==> src/rtl/sram_seq_pkg.sv <==
// rtl/sram_seq_pkg.sv - shared state encodings and phase-counter helpers for sram_seq
package sram_seq_pkg;

  localparam int TCNT_W = 4;

  typedef enum logic [1:0] {
    S_IDLE   = 2'd0,
    S_SETUP  = 2'd1,
    S_STROBE = 2'd2,
    S_HOLD   = 2'd3
  } state_t;

  // Phase length N is counted as N-1 down to 0; zero-length phases are never loaded.
  function automatic logic [TCNT_W-1:0] tcnt_load(input int cycles);
    return (cycles > 0) ? TCNT_W'(cycles - 1) : '0;
  endfunction

endpackage

==> src/rtl/sram_seq_tcnt.sv <==
// rtl/sram_seq_tcnt.sv - loadable phase down-counter with zero flag (module sram_tcnt)
import sram_seq_pkg::*;

module sram_tcnt (
  input  logic              clk,
  input  logic              rst,
  input  logic              load,
  input  logic [TCNT_W-1:0] load_val,
  output logic              zero
);

  logic [TCNT_W-1:0] cnt;

  // Load wins over counting; the counter parks at zero until reloaded.
  always_ff @(posedge clk or posedge rst) begin
    if (rst)              cnt <= '0;
    else if (load)        cnt <= load_val;
    else if (cnt != '0)   cnt <= cnt - 1'b1;
  end

  assign zero = (cnt == '0);

endmodule

==> src/rtl/sram_seq.sv <==
// rtl/sram_seq.sv - timed single-byte async SRAM read/write sequencer; SRAM_AUTOINC_EN adds an address pointer
import sram_seq_pkg::*;

module sram_seq #(
  parameter int ADDR_W  = 18,
  parameter int DATA_W  = 8,
  parameter int T_SETUP = 1,
  parameter int T_PULSE = 2,
  parameter int T_HOLD  = 1
) (
  input  logic              clk,
  input  logic              reset,
  input  logic              req,
  input  logic              we,
  input  logic [ADDR_W-1:0] addr,
  input  logic [DATA_W-1:0] wdata,
`ifdef SRAM_AUTOINC_EN
  input  logic              addr_ld,
  output logic [ADDR_W-1:0] ptr_q,
`endif
  output logic              ready,
  output logic              rvalid,
  output logic [DATA_W-1:0] rdata,
  output logic [ADDR_W-1:0] sram_a,
  output logic [DATA_W-1:0] sram_d_o,
  output logic              sram_d_oe,
  input  logic [DATA_W-1:0] sram_d_i,
  output logic              sram_ncs,
  output logic              sram_nwe,
  output logic              sram_noe
);

  localparam logic              HAS_SETUP = (T_SETUP > 0);
  localparam logic              HAS_HOLD  = (T_HOLD > 0);
  localparam logic [TCNT_W-1:0] LD_SETUP  = tcnt_load(T_SETUP);
  localparam logic [TCNT_W-1:0] LD_PULSE  = tcnt_load(T_PULSE);
  localparam logic [TCNT_W-1:0] LD_HOLD   = tcnt_load(T_HOLD);

  state_t              state, state_nx;
  logic                cnt_load, cnt_zero;
  logic [TCNT_W-1:0]   cnt_val;
  logic                accept;
  logic                we_q;
  logic [ADDR_W-1:0]   addr_q, acc_addr;
  logic [DATA_W-1:0]   wdata_q;

  assign accept = req && (state == S_IDLE);

`ifdef SRAM_AUTOINC_EN
  logic [ADDR_W-1:0] ptr;

  assign acc_addr = addr_ld ? addr : ptr;
  assign ptr_q    = ptr;

  // Pointer always lands one past the address just used, wrapping naturally.
  always_ff @(posedge clk or posedge reset) begin
    if (reset)       ptr <= '0;
    else if (accept) ptr <= acc_addr + 1'b1;
  end
`else
  assign acc_addr = addr;
`endif

  sram_tcnt u_tcnt (
    .clk      (clk),
    .rst      (reset),
    .load     (cnt_load),
    .load_val (cnt_val),
    .zero     (cnt_zero)
  );

  // State register; reset drops straight to IDLE so all strobes release at once.
  always_ff @(posedge clk or posedge reset) begin
    if (reset) state <= S_IDLE;
    else       state <= state_nx;
  end

  // Next state and phase-counter reload on every state entry.
  always_comb begin
    state_nx = state;
    cnt_load = 1'b0;
    cnt_val  = LD_PULSE;
    case (state)
      S_IDLE: begin
        if (req) begin
          cnt_load = 1'b1;
          if (HAS_SETUP) begin
            state_nx = S_SETUP;
            cnt_val  = LD_SETUP;
          end else begin
            state_nx = S_STROBE;
          end
        end
      end
      S_SETUP: begin
        if (cnt_zero) begin
          state_nx = S_STROBE;
          cnt_load = 1'b1;
        end
      end
      S_STROBE: begin
        if (cnt_zero) begin
          if (HAS_HOLD) begin
            state_nx = S_HOLD;
            cnt_load = 1'b1;
            cnt_val  = LD_HOLD;
          end else begin
            state_nx = S_IDLE;
          end
        end
      end
      default: begin
        if (cnt_zero) state_nx = S_IDLE;
      end
    endcase
  end

  // Pin strobes decoded from state only, so they follow the async reset immediately.
  always_comb begin
    ready     = (state == S_IDLE);
    sram_ncs  = (state == S_IDLE);
    sram_d_oe = we_q && (state != S_IDLE);
    sram_nwe  = !(we_q && (state == S_STROBE));
    sram_noe  = !(!we_q && (state == S_STROBE));
  end

  assign sram_a   = addr_q;
  assign sram_d_o = wdata_q;

  // Request latch on accept; read data captured on the final strobe cycle.
  always_ff @(posedge clk or posedge reset) begin
    if (reset) begin
      we_q    <= 1'b0;
      addr_q  <= '0;
      wdata_q <= '0;
      rvalid  <= 1'b0;
      rdata   <= '0;
    end else begin
      rvalid <= 1'b0;
      if (accept) begin
        we_q    <= we;
        addr_q  <= acc_addr;
        wdata_q <= wdata;
      end
      if ((state == S_STROBE) && cnt_zero && !we_q) begin
        rdata  <= sram_d_i;
        rvalid <= 1'b1;
      end
    end
  end

endmodule

==> config.mk <==
export PLATFORM = sky130hd
export DESIGN_NAME = sram_seq
export DESIGN_NICKNAME = d
export VERILOG_FILES = /design/src/rtl/sram_seq_pkg.sv /design/src/rtl/sram_seq_tcnt.sv /design/src/rtl/sram_seq.sv
export SDC_FILE = /design/constraint.sdc
export NUM_CORES = 1
export LEC_CHECK = 0
export ABC_AREA = 1
export CAP_MARGIN = 20
export CORE_MARGIN = 3
export CORE_UTILIZATION = 39
export DETAILED_ROUTE_END_ITERATION = 7
export GPL_TIMING_DRIVEN = 0
export PLACE_DENSITY_LB_ADDON = 0.3
export SLEW_MARGIN = 40
export SYNTH_ARGS = -nofsm -noshare
export SYNTH_HDL_FRONTEND = slang
export SYNTH_HIERARCHICAL = 1
export SYNTH_SLANG_ARGS = --single-unit
==> constraint.sdc <==
create_clock -name clk -period 2 [get_ports clk]
set_clock_uncertainty 0.15 [all_clocks]
set_input_delay 0.3 -clock clk [delete_from_list [all_inputs] [get_ports clk]]
set_output_delay 0.3 -clock clk [all_outputs]
set_load 0.005 [all_outputs]
==> flow_metrics.env <==
export IMPL_syn_inst=226
export IMPL_endpoint_kind="output port"
export IMPL_yosysSeqAreaShare=0.538
export IMPL_cp_slowest_cell="clkdlybuf4s50_1"
export IMPL_cts_buffers=5
export IMPL_slowest_delay_ns=0.50
export IMPL_hpwl_um=3410
export IMPL_cts_hold_fix_buffers=0
export IMPL_cp_top_family="buffers and inverters"
export IMPL_drc=0
export IMPL_grt_max_degree=22
export IMPL_grt_antenna_before_repair=0
export IMPL_syn_area_um2=1950
export IMPL_synth_seq_cells=42
export IMPL_io_pins=78
export IMPL_cts_tree="built"
export IMPL_yosysUniqueCellTypes=22
export IMPL_path_depth=3
export IMPL_vias=1706
export IMPL_final_common_cell="nand2_1"
export IMPL_hold_ws_ns=0.0847
export IMPL_setup_viol=0
export IMPL_cts_sinks=42
export IMPL_initial_core_util=0.408
export IMPL_path_buf_inv=2
export IMPL_n_antenna_cell=0
export IMPL_path_class="register to output port"
export IMPL_period_share=0.966
export IMPL_cp_arrival_ns=1.48
export IMPL_clk_pin_slew_worst_paths_ns=0.08
export IMPL_slew_viol_final=0
export IMPL_max_freq_mhz=517
export IMPL_areaGrowthSynthToFinish_pct=52.4
export IMPL_crit_path_max_fanout=5
export IMPL_htreeDepth=2
export IMPL_design_area_um2=2980
export IMPL_drt_initial_drc_count=74
export IMPL_final_hold_viol_count=0
export IMPL_port_buffers=77
export IMPL_required_ns=1.55
export IMPL_coreArea_um2=4790
export IMPL_wl_per_cell_um=12.2
export IMPL_status="completed"
export IMPL_crit_chain="inv_2, ha_4, clkdlybuf4s50_1"
export IMPL_rr_worst_depth=11
export IMPL_fin_crit_ns=1.93
export IMPL_ir_drop_v=0.000664
export IMPL_grt_pass1_wl_um=7850
export IMPL_die_h_um=76.8
export IMPL_layout_common_cells="nand2_1, clkdlybuf4s50_1, dfrtp_1, nand3_1, buf_4"
export IMPL_cts_max_path_buffers=2
export IMPL_track_usage=0.168
export IMPL_nets=360
export IMPL_place_area_um2=2840
export IMPL_max_cap_viol_count=0
export IMPL_rows=25
export IMPL_via_per_inst=4.44
export IMPL_p_per_area_nw_per_um2=1460
export IMPL_ant_nets=0
export IMPL_cts_root_buf="clkbuf_8"
export IMPL_leakage_nw=1.45
export IMPL_wirelength_um=4690
export IMPL_grt_overflow=0
export IMPL_drive_above_1_share=0.139
export IMPL_start_kind="register"
export IMPL_avgSynthCellArea_um2=8.65
export IMPL_insertion_delay_ns=0.29
export IMPL_die_area_um2=5900
export IMPL_min_path_type="primary input to async pin"
export IMPL_die_width_um=76.8
export IMPL_ff2ff_setup_slack_ns=0.11
export IMPL_grt_pass1_vias=1697
export IMPL_gp_congestion=0.777
export IMPL_drtPass1Iterations=4
export IMPL_yosysWarnings=6
## final timing paths
kind / startpoint / end
max: state[1] / ready
min: reset / u_tcnt/cnt[3]
max reg2reg: state[1] / u_tcnt/cnt[1]
min reg2reg: sram_a[0] / sram_a[0]
max in group asynchronous: reset / sram_a[11]
min in group clk: sram_a[0] / sram_a[0]
## cell type report
class	instances	area (um^2)
inverters	15	58.8
clock inverters	2	13.8
clock buffers	6	72.6
plain buffers	11	97.6
flip-flops and latches	42	1050
fillers	431	1810
well taps	67	83.8
repair buffers	81	815
multi-input cells	160	786
## worst reg2reg max path, cell delays in order (launching register included)
cell and delay [ns]:
dfrtp_1 0.43, inv_2 0.10, buf_4 0.12, ha_2 0.18, nand2_1 0.07, buf_4 0.18, a21oi_4 0.24, buf_4 0.17
nor2_4 0.04, inv_2 0.05, nand2_1 0.05, nand2_1 0.05
## Yosys cell counts, drive strengths merged
library cell / n / share of area
nand2: 103 / 0.20
dfrtp: 42 / 0.54
nand3: 30 / 0.083
inv: 15 / 0.030
buf: 11 / 0.049
nor2: 10 / 0.033
ha: 6 / 0.038
o21ai: 4 / 0.012
a21oi: 2 / 0.0051
conb: 1 / 0.0019
o221ai: 1 / 0.0045
xnor2: 1 / 0.0045
## kinds of logic (layout without fill, tap and decap cells)
group | Yosys count | after routing | synth area share
compound gates | 7 | 7 | 0.0218
xor+xnor | 1 | 1 | 0.00448
fa+ha+maj | 6 | 6 | 0.0384
buf+inv | 26 | 115 | 0.0787
flops | 42 | 42 | 0.538
other cells | 1 | 3 | 0.00192
simple gates | 143 | 143 | 0.317
## timing repair
action                                  in CTS  in global routing
endpoints found under the setup margin       9                  4
pin swaps                                    0                  1
buffers inserted                             2                  1
gates resized for setup                     10                  5
## stage by stage
stage | utilization | power, mW | instances | setup TNS (ns) | setup slack [ns]
after floorplan | - | 2.64 | 228 | 0 | 0.0319
after global placement | 0.588 | 3.67 | 372 | -9.59 | -0.236
after detailed placement | 0.594 | 3.74 | 373 | -0.840 | -0.264
after CTS | 0.619 | 4.36 | 383 | 0 | 0.0459
after global routing | 0.622 | 4.73 | 384 | -0.0249 | -0.0112
final | 0.622 | 4.35 | 384 | 0 | 0.0676
## sequential cells by signal, summed over array words and instances, names as in the netlist
signal / count
u_tcnt/cnt: 4
rvalid: 1
we_q: 1
sram_a: 18
sram_d_o: 8
rdata: 8
state: 2
## power breakdown
group	switching (mW)	leakage [nW]	internal, mW	total [mW]
logic	1.05	0.896	1.26	2.31
clock network	0.302	0.0452	0.247	0.548
registers	0.230	0.505	1.26	1.49
## metal layers
metal	vias up	track usage	wire, um
met5	-	0	0
met4	0	0.0616	85
met3	9	0.0692	362
met2	50	0.265	2230
met1	771	0.205	2010
li1	876	-	-
Power figures use the tool's default switching activity.
